## config.mk

```make
export PLATFORM = sky130hd
export DESIGN_NAME = implicant_expander
export DESIGN_NICKNAME = d
export VERILOG_FILES = /design/src/rtl/minimizer_pkg.sv /design/src/rtl/implicant_expander.sv
export SDC_FILE = /design/constraint.sdc
export NUM_CORES = 1
export LEC_CHECK = 0
export CAP_MARGIN = 20
export CORE_MARGIN = 8
export CORE_UTILIZATION = 53
export DETAILED_ROUTE_END_ITERATION = 10
export PLACE_DENSITY = 0.8
export SYNTH_ARGS = -nofsm -noshare
export SYNTH_HDL_FRONTEND = slang
export SYNTH_SLANG_ARGS = --single-unit
```

## constraint.sdc

```tcl
create_clock -name vclk -period 4.56
set_input_delay 0.684 -clock vclk [all_inputs]
set_output_delay 0.684 -clock vclk [all_outputs]
set_load 0.02 [all_outputs]
```

## src/rtl/minimizer_pkg.sv

```systemverilog
// Shared constants, literal encodings and state type for the minimizer and its
// downstream cover checker.
package minimizer_pkg;

  localparam int MAX_VARS = 5;
  localparam int TERM_W   = 2 * MAX_VARS;
  localparam int FUNC_W   = 2 ** MAX_VARS;
  localparam int CNT_W    = 6;

  localparam logic [1:0] LIT_NEG = 2'b00;
  localparam logic [1:0] LIT_POS = 2'b01;
  localparam logic [1:0] LIT_DC  = 2'b10;

  typedef enum logic [2:0] {
    ST_IDLE    = 3'd0,
    ST_ARMED   = 3'd1,
    ST_COLLECT = 3'd2,
    ST_CHECK   = 3'd3,
    ST_DONE    = 3'd4
  } state_e;

  // Any pair with the upper bit set (2'b10 or 2'b11) means the variable is absent.
  function automatic logic lit_match(input logic [1:0] lit, input logic b);
    if (lit == LIT_NEG) begin
      return ~b;
    end else if (lit == LIT_POS) begin
      return b;
    end else begin
      return 1'b1;
    end
  endfunction

  function automatic int eff_vars(input logic [2:0] cap);
    return (cap > 3'd5) ? MAX_VARS : int'(cap);
  endfunction

  function automatic logic [0:FUNC_W-1] minterm_range(input logic [2:0] cap);
    logic [0:FUNC_W-1] r;
    r = '0;
    for (int k = 0; k < FUNC_W; k++) begin
      r[k] = (k < (1 << eff_vars(cap)));
    end
    return r;
  endfunction

endpackage

```

## src/rtl/implicant_expander.sv

```systemverilog
// Combinational expansion of one implicant into the set of minterms it covers,
// restricted to the first 2**n minterms.
module implicant_expander
  import minimizer_pkg::*;
(
  input  logic [TERM_W-1:0] term,
  input  logic [2:0]        capacity,
  output logic [0:FUNC_W-1] mask
);

  int   n;
  logic hit;

  always_comb begin
    mask = '0;
    hit  = 1'b0;
    n    = eff_vars(capacity);
    for (int k = 0; k < FUNC_W; k++) begin
      hit = (k < (1 << n));
      // var j tests bit (n-1-j) of k, so var0 is the MSB of the minterm index
      for (int j = 0; j < MAX_VARS; j++) begin
        if (j < n) begin
          hit = hit & lit_match(term[TERM_W-1-2*j -: 2], 1'(k >> (n - 1 - j)));
        end else begin
          hit = hit;
        end
      end
      mask[k] = hit;
    end
  end

endmodule

```

==> impl_metrics.py, run 1 <==
metrics = {
    "place": {
        "portBuffers": 45,
        "place_ws_ns": -0.0299,
        "hpwlAfterDp_mm": 10.3,
        "gp_congestion": 1.07,
        "dpl_cell_area_um2": 3710,
    },
    "floorplanning": {
        "fp.dieW_um": 91.1,
        "die_area_um2": 8290,
        "fp.dieH_um": 91.1,
        "core_area_um2": 5470,
        "initial_core_util_pct": 54.5,
        "row_count": 27,
        "io_pins": 45,
    },
    "finish": {
        "drive_above_1_share_pct": 17.0,
        "seq_cells": 0,
        "final_nets": 517,
        "final_util_pct": 68.7,
        "clock_buffer_count": 0,
        "n_fill_cell": 497,
        "stdcell_area_um2": 3760,
        "multi_input_area_um2": 2810,
        "synthToLayoutAreaGrowth_pct": 25.9,
        "diodes": 0,
        "regArea_um2": 0,
    },
    "routing": {
        "postRouteAntennaNets": 0,
        "vias": 3990,
        "viasPerCell": 7.06,
        "wire_per_inst_um": 24.0,
        "drt_first_pass_iters": 5,
        "drc": 0,
        "drt_iter0_drc": 719,
        "wl_mm": 13.6,
    },
    "sta": {
        "period_share_pct": 96.8,
        "finalMaxSlewViolations": 0,
        "finalCriticalPeriod_ns": 4.42,
        "max_freq_ghz": 0.226,
        "finalHoldViolCount": 0,
        "fin_ws_ns": 0.145,
        "finalSetupViolCount": 0,
        "slew_headroom_pct": 41.0,
        "hold_slack_ns": 2.23,
        "worst_pin_slew_ns": 0.876,
    },
    "run": {
        "maxCapViolations": 0,
    },
    "worst_setup_path": {
        "crit_fanout": 10,
        "cp-start-kind": "primary input",
        "critical-path-max-stage-delay_ns": 0.60,
        "slowest_stage": "clkdlybuf4s50_1",
        "cp_common_cell": "buf_4",
        "cp_top_family": "buffers and inverters",
        "required_ns": 3.88,
        "crit_chain": "buf_2 -> a21o_1 -> inv_4 -> ha_1 -> xnor2_4 -> buf_4 -> ha_1 -> buf_4 -> a2111oi_4 -> buf_4 -> or3_1 -> nand3_1 -> and3_1 -> clkdlybuf4s50_1",
        "crit_type": "in2out",
        "worst_setup_path_end_kind": "primary output",
        "path_buf_inv": 6,
        "cp.depth": 14,
        "arrival_ns": 3.73,
    },
    "synth": {
        "yosys.area.top_type": "xnor2_1",
        "synth_area_leaders": "xnor2_1 9.7%, o21ai_0 6.7%, a21oi_1 6.5%",
        "syn_area_um2": 2990,
        "synthesis.instances": 452,
        "synth_most_common_cell": "o21ai_0",
        "syn_nets": 474,
        "yosys.cell_types.count": 71,
        "yosysSeqAreaShare_pct": 0,
        "synth_warnings": 0,
        "netlist_top_cells_count": "40 x o21ai_0, 39 x a21oi_1, 33 x xnor2_1",
        "synth_top_area_share_pct": 9.68,
        "syn_avg_cell_area_um2": 6.60,
    },
    "grt": {
        "grt_first_pass_wirelength_mm": 21.0,
        "antenna_found_initial": 0,
        "grt_max_degree": 59,
        "grt_pass1_vias": 3683,
        "overflow": 0,
        "grt_use_total_pct": 30.9,
    },
    "hold_path": {
        "holdPathEnd": "mask[25]",
        "hold_path_startpoint": "capacity[2]",
        "holdPathStages": 5,
        "hold_path.class": "in2out",
    },
    "status": {
        "outcome": "complete, no violations",
    },
    "power": {
        "p_per_area_nw_per_um2": 162,
        "leakage_uw": 0.00146,
        "peakVddDrop_mv": 0.0971,
    },
}
-- logic make-up after synthesis --
group,after synthesis,share of synthesized area (%)
fa+ha+maj,11,4.44
compound gates,170,40.0
mux,13,4.48
buf+inv,62,9.89
xor+xnor,39,12.1
simple gates,157,29.1
-- placed cells by master (no fill, tap or decap), types with 10 or more instances in the layout --
master / synthesis / layout
buf_4: 7 / 41
o21ai_0: 40 / 40
a21oi_1: 39 / 39
xnor2_1: 33 / 33
clkdlybuf4s50_1: 0 / 33
nor2_1: 30 / 30
nand2_1: 25 / 25
nor3_1: 18 / 18
nand2b_1: 11 / 11
nor2b_1: 11 / 11
mux2i_1: 10 / 10
-- final cells by class --
cell class,count,share of cell area (%)
multi-input combinational,390,74.8
timing repair buffer,88,21.2
tap,72,2.40
inverter,15,1.63
-- through the flow --
| stage | setup TNS, ns | power [µW] | cells |
|---|---|---|---|
| 2_1_floorplan | -0.145 | 384 | 452 |
| 3_3_place_gp | 0 | 584 | 564 |
| 3_5_place_dp | -0.0663 | 588 | 564 |
| 4_1_cts | 0 | 592 | 564 |
| 5_1_grt | -0.00532 | 641 | 565 |
| 6_report | 0 | 610 | 565 |
-- report_power, final --
part           internal [µW]  switching, µW  leakage [µW]  total (µW)
Sequential                 0              0             0           0
Clock                      0              0             0           0
Combinational            247            363       0.00146         610
-- what timing repair did --
item | 4_1_cts | 5_1_grt
hold endpoints to repair | 0 | 0
hold buffers | 0 | 0
setup endpoints to repair | 3 | 15
pin swaps | 0 | 1
setup buffers | 0 | 1
gates resized for setup | 1 | 11
-- worst max path at each step --
stage	from	slack, ns	end
2_1_floorplan	capacity[1]	-0.15	mask[12]
4_1_cts	capacity[2]	0.004	mask[4]
6_report	capacity[2]	0.14	mask[14]
3_3_place_gp	capacity[2]	0.01	mask[15]
3_5_place_dp	capacity[2]	-0.03	mask[1]
5_1_grt	capacity[1]	-0.005	mask[5]
-- layer usage --
layer	vias up	share of wire, %	GRT usage, %
li1	1781	-	-
met1	1812	38	40.2
met2	340	44	49.3
met3	57	14	6.67
met4	0	4.1	10.2
met5	-	0	0
Note: power is estimated with default switching activity, not from simulation.
==> run 2, diff against run 1 <==
--- a/config.mk
+++ b/config.mk
@@ -5,11 +5,12 @@
 export SDC_FILE = /design/constraint.sdc
 export NUM_CORES = 1
 export LEC_CHECK = 0
+export ABC_AREA = 1
 export CAP_MARGIN = 20
 export CORE_MARGIN = 8
-export CORE_UTILIZATION = 53
+export CORE_UTILIZATION = 51
 export DETAILED_ROUTE_END_ITERATION = 10
-export PLACE_DENSITY = 0.8
+export PLACE_DENSITY = 0.79
 export SYNTH_ARGS = -nofsm -noshare
 export SYNTH_HDL_FRONTEND = slang
 export SYNTH_SLANG_ARGS = --single-unit
==> run 2 against run 1 <==
Net effect: via count decreased by 4.5%; area after synthesis decreased by 19%; hold slack improved by 0.14 ns; sequential share of layout area unchanged; clock-buffer cell count unchanged; largest power group unchanged; combinational power decreased by 19%; fmax about the same.
==> impl_metrics.py, run 2 <==
metrics = {
    "sta": {
        "rsz0062_at_grt": "no",
        "finalHoldViolCount": 0,
        "max_freq_ghz": 0.226,
        "period_share_pct": 96.9,
        "setup_total_negative_slack_ns": 0,
        "finalCriticalPeriod_ns": 4.42,
        "hold_slack_ns": 2.37,
        "fin_ws_ns": 0.143,
        "finalMaxSlewViolations": 0,
        "slew_headroom_pct": 58.5,
        "worst_pin_slew_ns": 0.617,
        "finalSetupViolCount": 0,
    },
    "finish": {
        "final_nets": 593,
        "n_fill_cell": 497,
        "drive_above_1_share_pct": 9.84,
        "multi_input_area_um2": 2090,
        "regArea_um2": 0,
        "final_util_pct": 66.6,
        "seq_cells": 0,
        "clock_buffer_count": 0,
        "synthToLayoutAreaGrowth_pct": 28.2,
        "final_cell_mix": "164 x nand2_1, 65 x nand3_1, 61 x inv_1, 61 x nor2_1, 30 x a21oi_1",
        "diodes": 0,
        "final_common_cell": "nand2_1",
    },
    "worst_setup_path": {
        "crit_fanout": 10,
        "crit_chain": "clkdlybuf4s50_1 -> nand2_1 -> nand2_2 -> inv_1 -> ha_1 -> nand2_1 -> nand2_2 -> inv_2 -> ha_1 -> inv_1 -> nor2_1 -> nand2_2 -> nand2_4 -> nand3_4 -> nand2_1 -> nand4_1 -> nor2_1 -> clkdlybuf4s50_1",
        "cp-start-kind": "primary input",
        "arrival_ns": 3.73,
        "crit_type": "in2out",
        "cp_top_family": "buffers and inverters",
        "required_ns": 3.88,
        "worst_setup_path_end_kind": "primary output",
        "critical-path-max-stage-delay_ns": 0.63,
        "slowest_stage": "clkdlybuf4s50_1",
        "path_buf_inv": 5,
    },
    "power": {
        "p_per_area_nw_per_um2": 160,
        "leakage_uw": 0.00191,
        "fin_total_pwr_uw": 495,
        "peakVddDrop_mv": 0.0953,
    },
    "synth": {
        "syn_nets": 540,
        "synthesis.instances": 518,
        "yosysSeqAreaShare_pct": 0,
        "syn_area_um2": 2420,
        "netlist_top_cells_count": "165 x nand2_1, 67 x nand3_1, 63 x nor2_1",
        "yosys.area.top_type": "nand2_1",
        "synth_warnings": 0,
        "yosys.cell_types.count": 30,
        "synth_area_leaders": "nand2_1 26%, nand3_1 14%, nor2_1 9.8%",
        "synth_top_area_share_pct": 25.6,
        "synth_most_common_cell": "nand2_1",
        "syn_avg_cell_area_um2": 4.68,
    },
    "routing": {
        "drt_iter0_drc": 517,
        "postRouteAntennaNets": 0,
        "wl_mm": 11.1,
        "drt_first_pass_iters": 5,
        "viasPerCell": 6.12,
        "vias": 3811,
        "drc": 0,
        "wire_per_inst_um": 17.7,
    },
    "floorplanning": {
        "fp.dieW_um": 84.9,
        "fp.dieH_um": 84.9,
        "io_pins": 45,
        "row_count": 25,
        "die_area_um2": 7210,
        "initial_core_util_pct": 52.0,
        "core_area_um2": 4660,
    },
    "hold_path": {
        "hold_path.class": "in2out",
        "holdPathStages": 8,
        "hold_path_startpoint": "term[3]",
        "holdPathEnd": "mask[12]",
    },
    "grt": {
        "antenna_found_initial": 0,
        "grt_util_met2_pct": 50.8,
        "use_met3_pct": 3.28,
        "grt_pass1_vias": 3549,
        "top_usage_layer": "met2",
        "met1_usage_pct": 38.5,
        "overflow": 0,
        "grt_max_degree": 26,
        "grt_use_total_pct": 30.1,
        "grt_first_pass_wirelength_mm": 17.9,
    },
    "place": {
        "gp_congestion": 1.03,
        "hpwlAfterDp_mm": 8.64,
        "place_ws_ns": 0.0554,
        "portBuffers": 45,
    },
    "cts": {
        "hold_buffers": 0,
        "post_cts_buffers": 0,
    },
    "run": {
        "maxCapViolations": 0,
    },
    "status": {
        "outcome": "complete, no violations",
    },
}
run 2: cell count changes in the layout (fill, tap and decap cells not counted), sizes merged, moves of 19 or more:
cell	before	now
nor2	31	68
xnor2	34	0
buf	46	27
nand2	25	176
nand3	9	68
inv	13	65
run 2: cell families after synthesis:
group	after synthesis	synth area share, %
adders and majority gates	9	4.65
AOI/OAI and AO/OA	73	16.3
buffers and inverters	88	15.1
and+or+nand+nor	348	64.0
run 2: where the power goes:
group | leakage [µW] | switching (µW) | internal, µW | total, µW
Clock | 0 | 0 | 0 | 0
Sequential | 0 | 0 | 0 | 0
Combinational | 0.00191 | 318 | 177 | 495
Total | 0.00191 | 318 | 177 | 495
run 2: per-stage QoR:
stage | instances | area, µm²
CTS | 623 | 3030
floorplan | 518 | 2420
global placement | 623 | 3030
detailed placement | 623 | 3030
finish | 623 | 3100
global route | 623 | 3100
run 2: tightest hold or removal path, cell delays in order:
cell and delay, ns:
clkdlybuf4s50_1 0.41, inv_1 0.06, nand2_1 0.09, nand2_1 0.11, nor3_1 0.05, nand2_1 0.05, inv_1 0.03, dlymetal6s2s_1 0.20
run 2: routing by layer:
metal  share of wire (%)  vias up
li1                    -     1793
met5                   0        -
met2                  45      284
met3                  11       46
met4                 3.8        0
met1                  40     1688
run 2: how the worst max path moves through the flow:
stage | from | end | slack, ns | cells past startpoint
floorplan | capacity[0] | mask[25] | 0.82 | 15
global placement | capacity[1] | mask[12] | 0.15 | 20
detailed placement | capacity[1] | mask[12] | 0.06 | 20
CTS | capacity[1] | mask[12] | 0.05 | 20
global route | capacity[1] | mask[6] | 0.0006 | 20
finish | capacity[1] | mask[17] | 0.14 | 18
run 2: layout make-up:
class / count / area share [%]
Timing Repair Buffer: 72 / 22.4
Inverter: 67 / 8.10
Multi-Input combinational cell: 430 / 67.3
Tap cell: 54 / 2.18
run 2: what timing repair did:
action                     4_1_cts  5_1_grt
setup endpoints to repair        0       23
resized for setup                0       25
hold endpoints to repair         0        0
